===== src/rtl/my_pkg.sv =====
// Shared AST alert types.
//   ast_dif_t        : differential pair (p/n)
//   ast_alert_req_t  : per-channel alert requests, alerts_req[i].p
//   ast_alert_rsp_t  : per-channel alert acks, alerts_ack[i].p
//   ast_ack_state_e  : per-channel handshake FSM state
package my_pkg;

   localparam int unsigned NumAlerts = 2;

   typedef struct packed {
      logic p;
      logic n;
   } ast_dif_t;

   typedef struct packed {
      ast_dif_t [NumAlerts-1:0] alerts_req;
   } ast_alert_req_t;

   typedef struct packed {
      ast_dif_t [NumAlerts-1:0] alerts_ack;
   } ast_alert_rsp_t;

   typedef enum logic [1:0] {
      IDLE  = 2'b00,
      DELAY = 2'b01,
      ACK   = 2'b10
   } ast_ack_state_e;

endpackage


===== src/rtl/ast_alert_ack_chan.sv =====
// One alert channel: optional request synchronizer, 4-phase handshake FSM with
// programmable ack delay, saturating event counter.
// Optional build macro: AST_ALERT_SYNC_EN adds a 2-flop request synchronizer.
// Ports:
//   clk_i, rst_ni : clock, async active-low reset
//   req           : alert request (p rail)
//   clr           : synchronous counter clear
//   ack           : alert acknowledge, decoded from the state register only
//   cnt           : event counter
module ast_alert_ack_chan
   import my_pkg::*;
#(
   parameter int unsigned AckDelay = 2,
   parameter int unsigned CntW     = 8
) (
   input  logic            clk_i,
   input  logic            rst_ni,
   input  logic            req,
   input  logic            clr,
   output logic            ack,
   output logic [CntW-1:0] cnt
);

   localparam logic [3:0]      DlyInit = 4'(AckDelay);
   localparam logic [CntW-1:0] CntMax  = '1;

   logic req_s;

`ifdef AST_ALERT_SYNC_EN
   logic [1:0] sync_q;

   always_ff @(posedge clk_i or negedge rst_ni) begin
      if (!rst_ni) begin
         sync_q <= 2'b00;
      end else begin
         sync_q <= {sync_q[0], req};
      end
   end

   assign req_s = sync_q[1];
`else
   assign req_s = req;
`endif

   ast_ack_state_e  state_q, state_d;
   logic [3:0]      dly_q, dly_d;
   logic [CntW-1:0] cnt_q, cnt_d;
   logic            inc;

   always_comb begin
      state_d = state_q;
      dly_d   = dly_q;
      inc     = 1'b0;
      unique case (state_q)
         IDLE: begin
            if (req_s) begin
               state_d = DELAY;
               dly_d   = DlyInit;
            end
         end
         DELAY: begin
            if (!req_s) begin
               state_d = IDLE;
            end else if (dly_q == 4'd1) begin
               state_d = ACK;
               inc     = 1'b1;
            end else begin
               dly_d = dly_q - 4'd1;
            end
         end
         ACK: begin
            if (!req_s) state_d = IDLE;
         end
         default: state_d = IDLE;
      endcase
   end

   // Increment wins over clear: a clear in the ACK-entry cycle leaves exactly one event.
   always_comb begin
      cnt_d = cnt_q;
      if (inc) begin
         if (clr) begin
            cnt_d = {{(CntW-1){1'b0}}, 1'b1};
         end else if (cnt_q != CntMax) begin
            cnt_d = cnt_q + 1'b1;
         end
      end else if (clr) begin
         cnt_d = '0;
      end
   end

   always_ff @(posedge clk_i or negedge rst_ni) begin
      if (!rst_ni) begin
         state_q <= IDLE;
         dly_q   <= 4'd0;
         cnt_q   <= '0;
      end else begin
         state_q <= state_d;
         dly_q   <= dly_d;
         cnt_q   <= cnt_d;
      end
   end

   assign ack = (state_q == ACK);
   assign cnt = cnt_q;

endmodule


===== src/rtl/ast_alert_ack_ctrl.sv =====
// Per-channel AST alert acknowledge controller. Instantiates one handshake
// channel per alert and packs their acks into ast_alert_rsp_t.
// Optional build macro: AST_ALERT_SYNC_EN (request synchronizers, +2 cycles latency).
// Ports:
//   clk_i, rst_ni : clock, async active-low reset
//   alert_req_i   : per-channel requests, alerts_req[i].p
//   alert_rsp_o   : per-channel acks, alerts_ack[i].p (n rail driven as complement)
//   clr_i         : per-channel synchronous counter clear
//   event_cnt_o   : packed counters, channel i at [i*CntW +: CntW]
//   pending_o     : per-channel counter != 0
//   irq_o         : registered OR of pending_o
// NumAlerts must match my_pkg::NumAlerts.
module ast_alert_ack_ctrl
   import my_pkg::*;
#(
   parameter int unsigned NumAlerts = my_pkg::NumAlerts,
   parameter int unsigned AckDelay  = 2,
   parameter int unsigned CntW      = 8
) (
   input  logic                      clk_i,
   input  logic                      rst_ni,
   input  ast_alert_req_t            alert_req_i,
   output ast_alert_rsp_t            alert_rsp_o,
   input  logic [NumAlerts-1:0]      clr_i,
   output logic [NumAlerts*CntW-1:0] event_cnt_o,
   output logic [NumAlerts-1:0]      pending_o,
   output logic                      irq_o
);

   logic [NumAlerts-1:0] req_p, req_n, ack;
   logic                 unused_req_n;
   logic                 irq_q;

   always_comb begin
      req_p = '0;
      req_n = '0;
      for (int i = 0; i < NumAlerts; i++) begin
         req_p[i] = alert_req_i.alerts_req[i].p;
         req_n[i] = alert_req_i.alerts_req[i].n;
      end
   end

   assign unused_req_n = ^req_n;

   for (genvar i = 0; i < NumAlerts; i++) begin : g_chan
      logic [CntW-1:0] cnt;

      ast_alert_ack_chan #(
         .AckDelay (AckDelay),
         .CntW     (CntW)
      ) u_chan (
         .clk_i  (clk_i),
         .rst_ni (rst_ni),
         .req    (req_p[i]),
         .clr    (clr_i[i]),
         .ack    (ack[i]),
         .cnt    (cnt)
      );

      assign event_cnt_o[i*CntW +: CntW] = cnt;
      assign pending_o[i]                = |cnt;
   end

   always_comb begin
      alert_rsp_o = '0;
      for (int i = 0; i < NumAlerts; i++) begin
         alert_rsp_o.alerts_ack[i].p = ack[i];
         alert_rsp_o.alerts_ack[i].n = ~ack[i];
      end
   end

   always_ff @(posedge clk_i or negedge rst_ni) begin
      if (!rst_ni) begin
         irq_q <= 1'b0;
      end else begin
         irq_q <= |pending_o;
      end
   end

   assign irq_o = irq_q;

endmodule


===== config.mk =====
export PLATFORM = sky130hd
export DESIGN_NAME = ast_alert_ack_ctrl
export DESIGN_NICKNAME = d
export VERILOG_FILES = /design/src/rtl/my_pkg.sv /design/src/rtl/ast_alert_ack_chan.sv /design/src/rtl/ast_alert_ack_ctrl.sv
export SDC_FILE = /design/constraint.sdc
export NUM_CORES = 1
export LEC_CHECK = 0
export BUFFER_PORTS_ARGS = -buffer_cell sky130_fd_sc_hd__buf_2
export CORE_ASPECT_RATIO = 1.4
export CORE_UTILIZATION = 40
export DETAILED_ROUTE_END_ITERATION = 6
export MAX_ROUTING_LAYER = met4
export SLEW_MARGIN = 25
export SYNTH_ARGS = -nofsm -noshare
export SYNTH_HDL_FRONTEND = slang
export SYNTH_SLANG_ARGS = --single-unit

===== constraint.sdc =====
create_clock -name clk_i -period 1.7 [get_ports clk_i]
set_input_delay 0.085 -clock clk_i [delete_from_list [all_inputs] [get_ports clk_i]]
set_output_delay 0.085 -clock clk_i [all_outputs]
set_load 0.1 [all_outputs]

==> After elaboration in Yosys (flattened, before gate mapping) <==
Index checks and enable logic that the tools add are counted.
{ "totals": {"word_cells": 80, "in_bits": 8, "output_inout_bits": 23, "reg_bits": 29} }
{ "classes": {"eq_ne": 18, "addsub": 4, "n_mux": 32, "bitwise": 2, "reduce_logical": 17} }
{ "op_table": {"columns": ["cell", "count"], "rows": [
  ["2-to-1 mux 8 bit", 8],
  ["2-to-1 mux 4 bit", 6],
  ["adder 8 x 1 -> 8 bit, second input constant", 2],
  ["2-to-1 mux 2 bit", 8],
  ["!= test 2 bit, second input constant", 8],
  ["!= test 8 bit, second input constant", 2],
  ["one-hot mux 4 bit (2 select lines)", 2],
  ["OR reduction 16 bit", 1],
  ["OR reduction 8 bit", 2],
  ["one-hot mux 2 bit (3 select lines)", 2],
  ["nonzero test 2 bit", 6],
  ["equality test 4 x 1 -> 1 bit, second input constant", 2],
  ["AND reduction 4 bit", 2],
  ["subtractor 4 x 1 -> 4 bit, second input constant", 2],
  ["2-to-1 mux 1 bit", 6],
  ["!= test 3 x 2 -> 1 bit, second input constant", 2],
  ["AND reduction 3 bit", 2],
  ["equality test 2 x 1 -> 1 bit, second input constant", 2],
  ["equality test 2 bit, second input constant", 2],
  ["logical NOT 2 bit", 2],
  ["AND reduction 2 bit", 2],
  ["inverter 1 bit", 2]
]} }

==> Logic depth before layout (Yosys ltp) <==
Gate-level depths: netlist (run 1).
{ "logic_depth": {"word_depth": 6, "mapped_depth": 7, "depth_no_buf": 6} }

==> Cells and area by module <==
From an unflattened synthesis (run 1), not the netlist that was laid out.
{ "hier_totals": {"hier_cells": 162, "hier_area_um2": 1685.4} }
{ "by_module_without_submodules": {"columns": ["mod", "cells_per_inst", "area_per_inst_um2", "seq_area_each_um2", "n_inst"], "rows": [
  ["ast_alert_ack_chan", 76, 807.0, 350.3, 2],
  ["ast_alert_ack_ctrl", 10, 71.3, 25.0, 1]
]} }

==> Worst setup path after synthesis (run 1) <==
OpenSTA, ideal clock, no wires.
{ "synth_path": {"path_kind": "reg-to-reg", "startpoint": "reg g_chan[1].u_chan.cnt_q[2]", "endpoint": "reg irq_q, in the netlist irq_o", "path_slack_ps": -992, "required_time_ps": 1568, "path_stages_with_launch": 4, "setup_time_ps": 132, "path_buffers": 0, "period_less_slack_ps": 2692, "arrival_time_ps": 2560, "path_cell_list": "dfrtp_1 -> nor4_1 -> nand3_1 -> or2_2"} }
{ "synth_between": {"elab_chain_cells": 1} }
{ "synth_lines": {"columns": ["element", "line_no", "text"], "rows": [
  ["from (decl)", "ast_alert_ack_chan.sv:47", "logic [CntW-1:0] cnt_q, cnt_d;"],
  ["from (signal assigned)", "ast_alert_ack_chan.sv:100", "cnt_q <= cnt_d;"],
  ["OR reduction 16 bit", "ast_alert_ack_ctrl.sv:76", "irq_q <= |pending_o;"],
  ["to (signal assigned)", "ast_alert_ack_ctrl.sv:76", null],
  ["to (decl)", "ast_alert_ack_ctrl.sv:32", "logic irq_q;"]
]} }
Every way passes these cells.
A chain may end at the register's enable or synchronous reset.

==> Worst setup path after layout (run 1) <==
{ "layout_path": {"startpoint": "reg g_chan[0].u_chan.dly_q[1]", "endpoint": "reg g_chan[0].u_chan.cnt_q[7]"} }
{ "layout_between": {"elab_chain_cells": 6, "elab_cells_between_ends": 7, "cone_classes": "eq/ne: 1; mux: 4; reduce/logical: 2"} }
{ "layout_lines": {"columns": ["element", "line_no", "text"], "rows": [
  ["from (decl)", "ast_alert_ack_chan.sv:46", "logic [3:0] dly_q, dly_d;"],
  ["from (signal assigned)", "ast_alert_ack_chan.sv:99", "dly_q <= dly_d;"],
  ["equality test 4 x 1 -> 1 bit (*)", "ast_alert_ack_chan.sv:64", "end else if (dly_q == 4'd1) begin"],
  ["2-to-1 mux 1 bit (*)", "ast_alert_ack_chan.sv:64", null],
  ["2-to-1 mux 1 bit (*)", "ast_alert_ack_chan.sv:62", "if (!req_s) begin"],
  ["2-to-1 mux 1 bit (*)", "ast_alert_ack_chan.sv:54", "unique case (state_q)"],
  ["nonzero test 2 bit (no source line)", null, null],
  ["AND reduction 2 bit (no source line)", null, null],
  ["to (signal assigned)", "ast_alert_ack_chan.sv:100", null],
  ["to (decl)", "ast_alert_ack_chan.sv:47", null]
]} }
Mark *: on every way between the ends. The rest lies on a longest branch, timed or not.

==> results.cfg, run 1 <==
[run_status]
outcome = finished, violations left
violations = setup timing

[floorplanning]
die_y_um = 77.57
die-area_sq_um = 4342
core-area_sq_um = 3919
die_w_um = 55.98
ios = 31
start_util = 0.4163
rows = 27

[critical_path]
endpoint_kind = flop
timing.rr.end = g_chan[0].u_chan.cnt[7]
crit_start = g_chan[0].u_chan.dly_q[1]
cp-endpoint = g_chan[0].u_chan.cnt[7]
cp_max_fo = 4
start_kind = flop
r2r_cells = 6
cp_data_arrival_time_ps = 1910
r2r_start = g_chan[0].u_chan.dly_q[1]
critPathKind = reg2reg
rrSetupSlack_ps = -3
required_ps = 1910

[placement]
gp_congestion = 0.8278
dp_hpwl_mm = 2.708
dpl.cell_count = 249
port_buffers = 28
place_ws_ps = -42.08

[synth]
ys_seq_area_frac = 0.4448
postSynth.asyncResetShare = 1.000
yosysMostFrequentCell = dfrtp_1
postSynthAreaPerCell_sq_um = 9.323
synth.top_cell.area_share = 0.4448
synth-seq-cells = 29
synthTopCellsByCount = 29 x dfrtp_1, 14 x inv_1, 12 x a21oi_1, 12 x o21ai_0, 11 x nor2_1
netlist_area_sq_um = 1632
ys.flop_type = dfrtp_1
ys_warn_count = 0
synth_top_cell_by_area = dfrtp_1
syn-num-nets = 191
ys_top_cells_by_area = dfrtp_1 44%, ha_1 6.1%, a21oi_1 3.7%
synth_cell_types = 44
netlist_instances = 175
synth_edf_count = 0

[final_layout]
syn2layout_area_growth_pct = 31.98
nets = 231
final_cell_count_no_fill = 259
fillers = 345
drive_gt1_frac = 0.3889
num_antenna_cells = 0

[route]
post_drt_wl_per_cell_um = 14.81
met1Wirelength_mm = 1.603
antenna_left = 0
num_vias = 1488
met3_length_um = 149
wl_mm = 3.835
top_layer_used = met4
drtIter0Drc = 57
drc = 0
viasPerCell = 5.745
route.met2.wl_mm = 2.019
dr.pass1.iters = 4

[timing]
layout_min_cycle_time_ps = 1703
worst_hold_slack_ps = 20.14
hold_violations = 0
max_freq_mhz = 587.0
slew_headroom = 0.5553
fin_ws_ps = -3.485
clock_skew_ps = 3.409
tightest_slew_ps = 667.1
slew_viol_final = 0
period_share = 1.002
rsz0062_at_grt = true
setup_violations = 1

[clocking]
cts_root_buf = clkbuf_8
clk_latency_ps = 280
clkTransAtPathRegs_ps = 60
cts_max_path_buffers = 2
cts_htree_levels = 2
cts_buffers = 5
cts_sinks = 29
cts_tree = built

[flow_run]
max_cap_viol_count = 0

[power_and_ir_drop]
power_density_nw_per_um2 = 972.4
leakage_uw = 0.0009626
peakVddDrop_uv = 856.9

[grt]
grt_start_max_net_pins = 30
grt_first_pass_wirelength_mm = 6.513
grt_pass1_vias = 1406
overflow = 0
gr-usage-all-layers = 0.1955
antenna_found_initial = 0

[worst_hold_path]
hold_path.class = in2reg
min_from = alert_req_i[1]
-- layout make-up --
type                    count  area [sq um]  share of cell area
multi-input cells         125         964.7              0.4480
flip-flops and latches     29         763.2              0.3544
repair buffers             40         239.0              0.1110
clock buffers               8         80.08             0.03719
well taps                  43         53.80             0.02499
inverters                  14         52.55             0.02440
-- repair_timing --
item / CTS / global route
endpoints found under the hold margin: 29 / 0
pin swaps: 0 / 4
setup endpoints to repair: 3 / 12
buffers inserted: 0 / 1
gates resized for setup: 3 / 16
hold buffers: 1 / 0
-- cells in the final DEF, fill, tap and decap left out, types with 2 or more instances in the layout --
master,instances
buf_2,27
dfrtp_1,13
inv_1,12
buf_4,11
nor2_1,10
o21ai_0,10
nand2_1,9
a21oi_1,9
dfrtp_2,9
nand3_1,8
dfrtp_4,7
nor3_1,5
ha_1,5
clkbuf_8,5
and3_1,4
or3_1,4
nor2b_1,3
a31oi_1,3
a21oi_2,3
a211oi_1,3
a21o_1,3
clkbuf_1,3
inv_2,2
o211ai_1,2
o21ai_1,2
nand2b_1,2
o31a_1,2
nand3b_1,2
nor4_1,2
ha_4,2
-- layer usage --
layer  up-vias  GRT usage
li1        715          -
met1       728     0.2281
met2        39     0.3226
met3         6    0.04667
met4         0    0.07805
met5         -          -
-- worst min path at each step --
stage                                       end  slack (ps)  depth (start not counted)
floorplan               g_chan[0].u_chan.cnt[3]        -210                          0
global placement      g_chan[0].u_chan.dly_q[2]         150                          1
detailed placement    g_chan[0].u_chan.dly_q[2]         160                          1
CTS                 g_chan[0].u_chan.state_q[1]          20                          2
global route        g_chan[0].u_chan.state_q[1]          10                          2
finish              g_chan[0].u_chan.state_q[1]          20                          2
-- where the power goes --
part           internal [uW]  switching, uW  total (uW)
sequential               789            107         897
clock                    290            253         543
combinational            258            396         654
total                   1340            756        2090
-- flip-flops by register name, summed over array words and instances, names as in the netlist --
signal and flops:
g_chan.u_chan.cnt 16, g_chan.u_chan.dly_q 8, g_chan.u_chan.state_q 4, irq_o 1
-- through the flow --
stage          TNS (ps)  cell area [sq um]  power [uW]    util
3_3_place_gp     -1.480               1983        1496  0.5061
6_report         -3.485               2153        2094  0.5495
2_1_floorplan    -79.55               1748        1333       -
5_1_grt          -321.9               2153        2243  0.5495
3_5_place_dp     -58.02               1983        1527  0.5061
4_1_cts          -2.226               2086        2095  0.5322
-- worst max-delay path, stage by stage (launching register included) --
cell	delay [ps]
dfrtp_1	400
inv_2	80
ha_4	140
nand4bb_4	100
or3_4	370
or4_4	420
a21oi_2	120
-- cells by family after synthesis --
logic type | synth area share
simple gates | 0.2538
mux | 0.006135
compound gates | 0.1810
flops | 0.4448
fa+ha+maj | 0.06135
buf+inv | 0.05291
(Power assumes the default switching activity.)
==> run 2: changes to the inputs <==
--- a/config.mk
+++ b/config.mk
@@ -10,7 +10,9 @@
 export CORE_UTILIZATION = 40
 export DETAILED_ROUTE_END_ITERATION = 6
 export MAX_ROUTING_LAYER = met4
+export REMOVE_ABC_BUFFERS = 1
 export SLEW_MARGIN = 25
 export SYNTH_ARGS = -nofsm -noshare
 export SYNTH_HDL_FRONTEND = slang
+export SYNTH_HIERARCHICAL = 1
 export SYNTH_SLANG_ARGS = --single-unit
==> results.cfg, run 2 <==
[run_status]
outcome = finished, violations left
violations = DRC

[route]
wl_mm = 3.638
post_drt_wl_per_cell_um = 15.03
viasPerCell = 5.624
drc = 4
antenna_left = 0
num_vias = 1361
drtIter0Drc = 50
dr.pass1.iters = 6

[timing]
slew_headroom = 0.5612
hold_violations = 0
max_freq_mhz = 629.7
period_share = 0.9342
clock_skew_ps = 5.042
slew_viol_final = 0
tightest_slew_ps = 658.2
setup_violations = 0
rsz0062_at_grt = false
layout_min_cycle_time_ps = 1588

[power_and_ir_drop]
leakage_uw = 0.0009535
power_density_nw_per_um2 = 952.5
finalPower_uw = 1950
peakVddDrop_uv = 730.9

[clocking]
clk_latency_ps = 280
cts_htree_levels = 2
clkTransAtPathRegs_ps = 70
cts_max_path_buffers = 2
cts_buffers = 5
cts_tree = built
cts_sinks = 29
cts_root_buf = clkbuf_8

[synth]
synth.top_cell.area_share = 0.4306
ys_seq_area_frac = 0.4306
yosysMostFrequentCell = dfrtp_1
ys_warn_count = 6
synth_top_cell_by_area = dfrtp_1
synth-seq-cells = 29
postSynth.asyncResetShare = 1.000
postSynthAreaPerCell_sq_um = 10.40
ys_top_cells_by_area = dfrtp_1 43%, ha_1 4.5%, nor2_1 4.0%
synth_cell_types = 32
synth_edf_count = 0
netlist_instances = 162
ys.flop_type = dfrtp_1
netlist_area_sq_um = 1685
synthTopCellsByCount = 29 x dfrtp_1, 18 x nor2_1, 12 x nand2_1

[placement]
dpl.cell_count = 232
port_buffers = 28
dp_hpwl_mm = 2.615
gp_congestion = 0.8203

[worst_hold_path]
hold_path.class = in2reg

[grt]
antenna_found_initial = 0
use_met3 = 0.04560
grt_first_pass_wirelength_mm = 6.099
grt.busiest_layer = met2
grt_start_max_net_pins = 30
grt_pass1_vias = 1303
use_met2 = 0.2929
overflow = 0
grtUsageMet1 = 0.2212
gr-usage-all-layers = 0.1831

[final_layout]
layout_commonest_cell = dfrtp_1
layout_common_cells = 29 x dfrtp_1, 28 x buf_2, 17 x nor2_1, 12 x nand2_1, 10 x nand3_1
drive_gt1_frac = 0.3216
largest_register_ffs = 16
final_cell_count_no_fill = 242
syn2layout_area_growth_pct = 21.45
num_antenna_cells = 0
nets = 212
fillers = 358

[critical_path]
required_ps = 1860
critPathKind = reg2reg
endpoint_kind = flop
cp_data_arrival_time_ps = 1740
start_kind = flop
cp_max_fo = 4

[floorplanning]
die-area_sq_um = 4481
core-area_sq_um = 3986
rows = 27
die_y_um = 78.81
die_w_um = 56.86
ios = 31
start_util = 0.4228

[flow_run]
max_cap_viol_count = 0
[run 2: cell types whose count changed after synthesis, sizes merged, moves of 4 or more]
cell	change
nor3	+5
a21oi	-8
a31oi	+5
o21ai	-10
inv	-8
nor2	+7
and3	-5
or3	-5
xor2	+4
and4b	+4
nor4	+4
[run 2: area by class of cell]
cell class / count / area, sq um / area share
clock inverters: 2 / 10.01 / 0.004890
multi-input cells: 125 / 997.2 / 0.4872
clock buffers: 6 / 72.57 / 0.03545
inverters: 6 / 22.52 / 0.01100
flip-flops and latches: 29 / 725.7 / 0.3545
well taps: 43 / 53.80 / 0.02628
repair buffers: 31 / 165.2 / 0.08068
[run 2: worst paths after layout]
path / start / endpoint / slack [ps] / cells after the start
max: g_chan[1].u_chan/dly_q[1] / g_chan[1].u_chan/cnt[4] / 110 / 6
max in group asynchronous: rst_ni / g_chan[1].u_chan/cnt[6] / 890 / 2
min reg2reg: g_chan[1].u_chan/cnt[7] / irq_o / 530 / 2
max reg2reg: g_chan[1].u_chan/dly_q[1] / g_chan[1].u_chan/cnt[4] / 110 / 6
min: alert_req_i[1] / g_chan[0].u_chan/state_q[1] / 30 / 3
min in group asynchronous: rst_ni / g_chan[0].u_chan/state_q[1] / 380 / 2
[run 2: where the power goes]
part / leakage [uW] / total (uW) / internal (uW) / switching, uW
clock: 0.0000450 / 543 / 283 / 260
combinational: 0.000521 / 523 / 198 / 325
sequential: 0.000388 / 884 / 784 / 99.5
[run 2: metal layers]
layer | part of all wire | up-vias
met5 | 0 | -
met1 | 0.45 | 664
li1 | - | 665
met4 | 0.0093 | 0
met3 | 0.036 | 4
met2 | 0.50 | 28
[run 2: kinds of logic (layout without fill, tap and decap cells)]
family                   count (synthesis)  in the layout  synth area share
multiplexers                             2              2           0.01188
buffers and inverters                    8             45           0.01782
adder cells (fa/ha/maj)                  6              6           0.04454
flip-flops                              29             29            0.4306
AO/OA/AOI/OAI                           22             22            0.1039
XOR/XNOR                                 4              4           0.02078
AND/OR/NAND/NOR                         91             91            0.3705
[run 2: worst max-delay path, cell delays in order, from the launching register on]
cell      delay (ps)
dfrtp_1          400
inv_1             90
ha_1             200
and4bb_2         250
nand2_1          140
nor4_1           310
nor3_1            80
[run 2: what timing repair did]
item                                   4_1_cts  5_1_grt
pin swaps                                    0        2
setup endpoints to repair                    1        8
endpoints found under the hold margin       29        0
gates resized for setup                      1       10
hold buffers                                 1        0
buffers inserted                             0        1
[run 2: stage by stage]
| stage | cell area [sq um] | setup slack, ps | utilization | hold WS [ps] | TNS, ps |
|---|---|---|---|---|---|
| final | 2047 | 111.9 | 0.5135 | 30.85 | 0 |
| after global routing | 2047 | 3.339 | 0.5135 | 41.34 | 0 |
| after CTS | 1978 | 27.09 | 0.4962 | 21.31 | 0 |
| after detailed placement | 1879 | 98.03 | 0.4714 | 154.9 | 0 |
| after global placement | 1879 | 139.9 | 0.4714 | 153.3 | 0 |
| after floorplan | 1678 | -428.9 | - | -210.6 | -4122 |
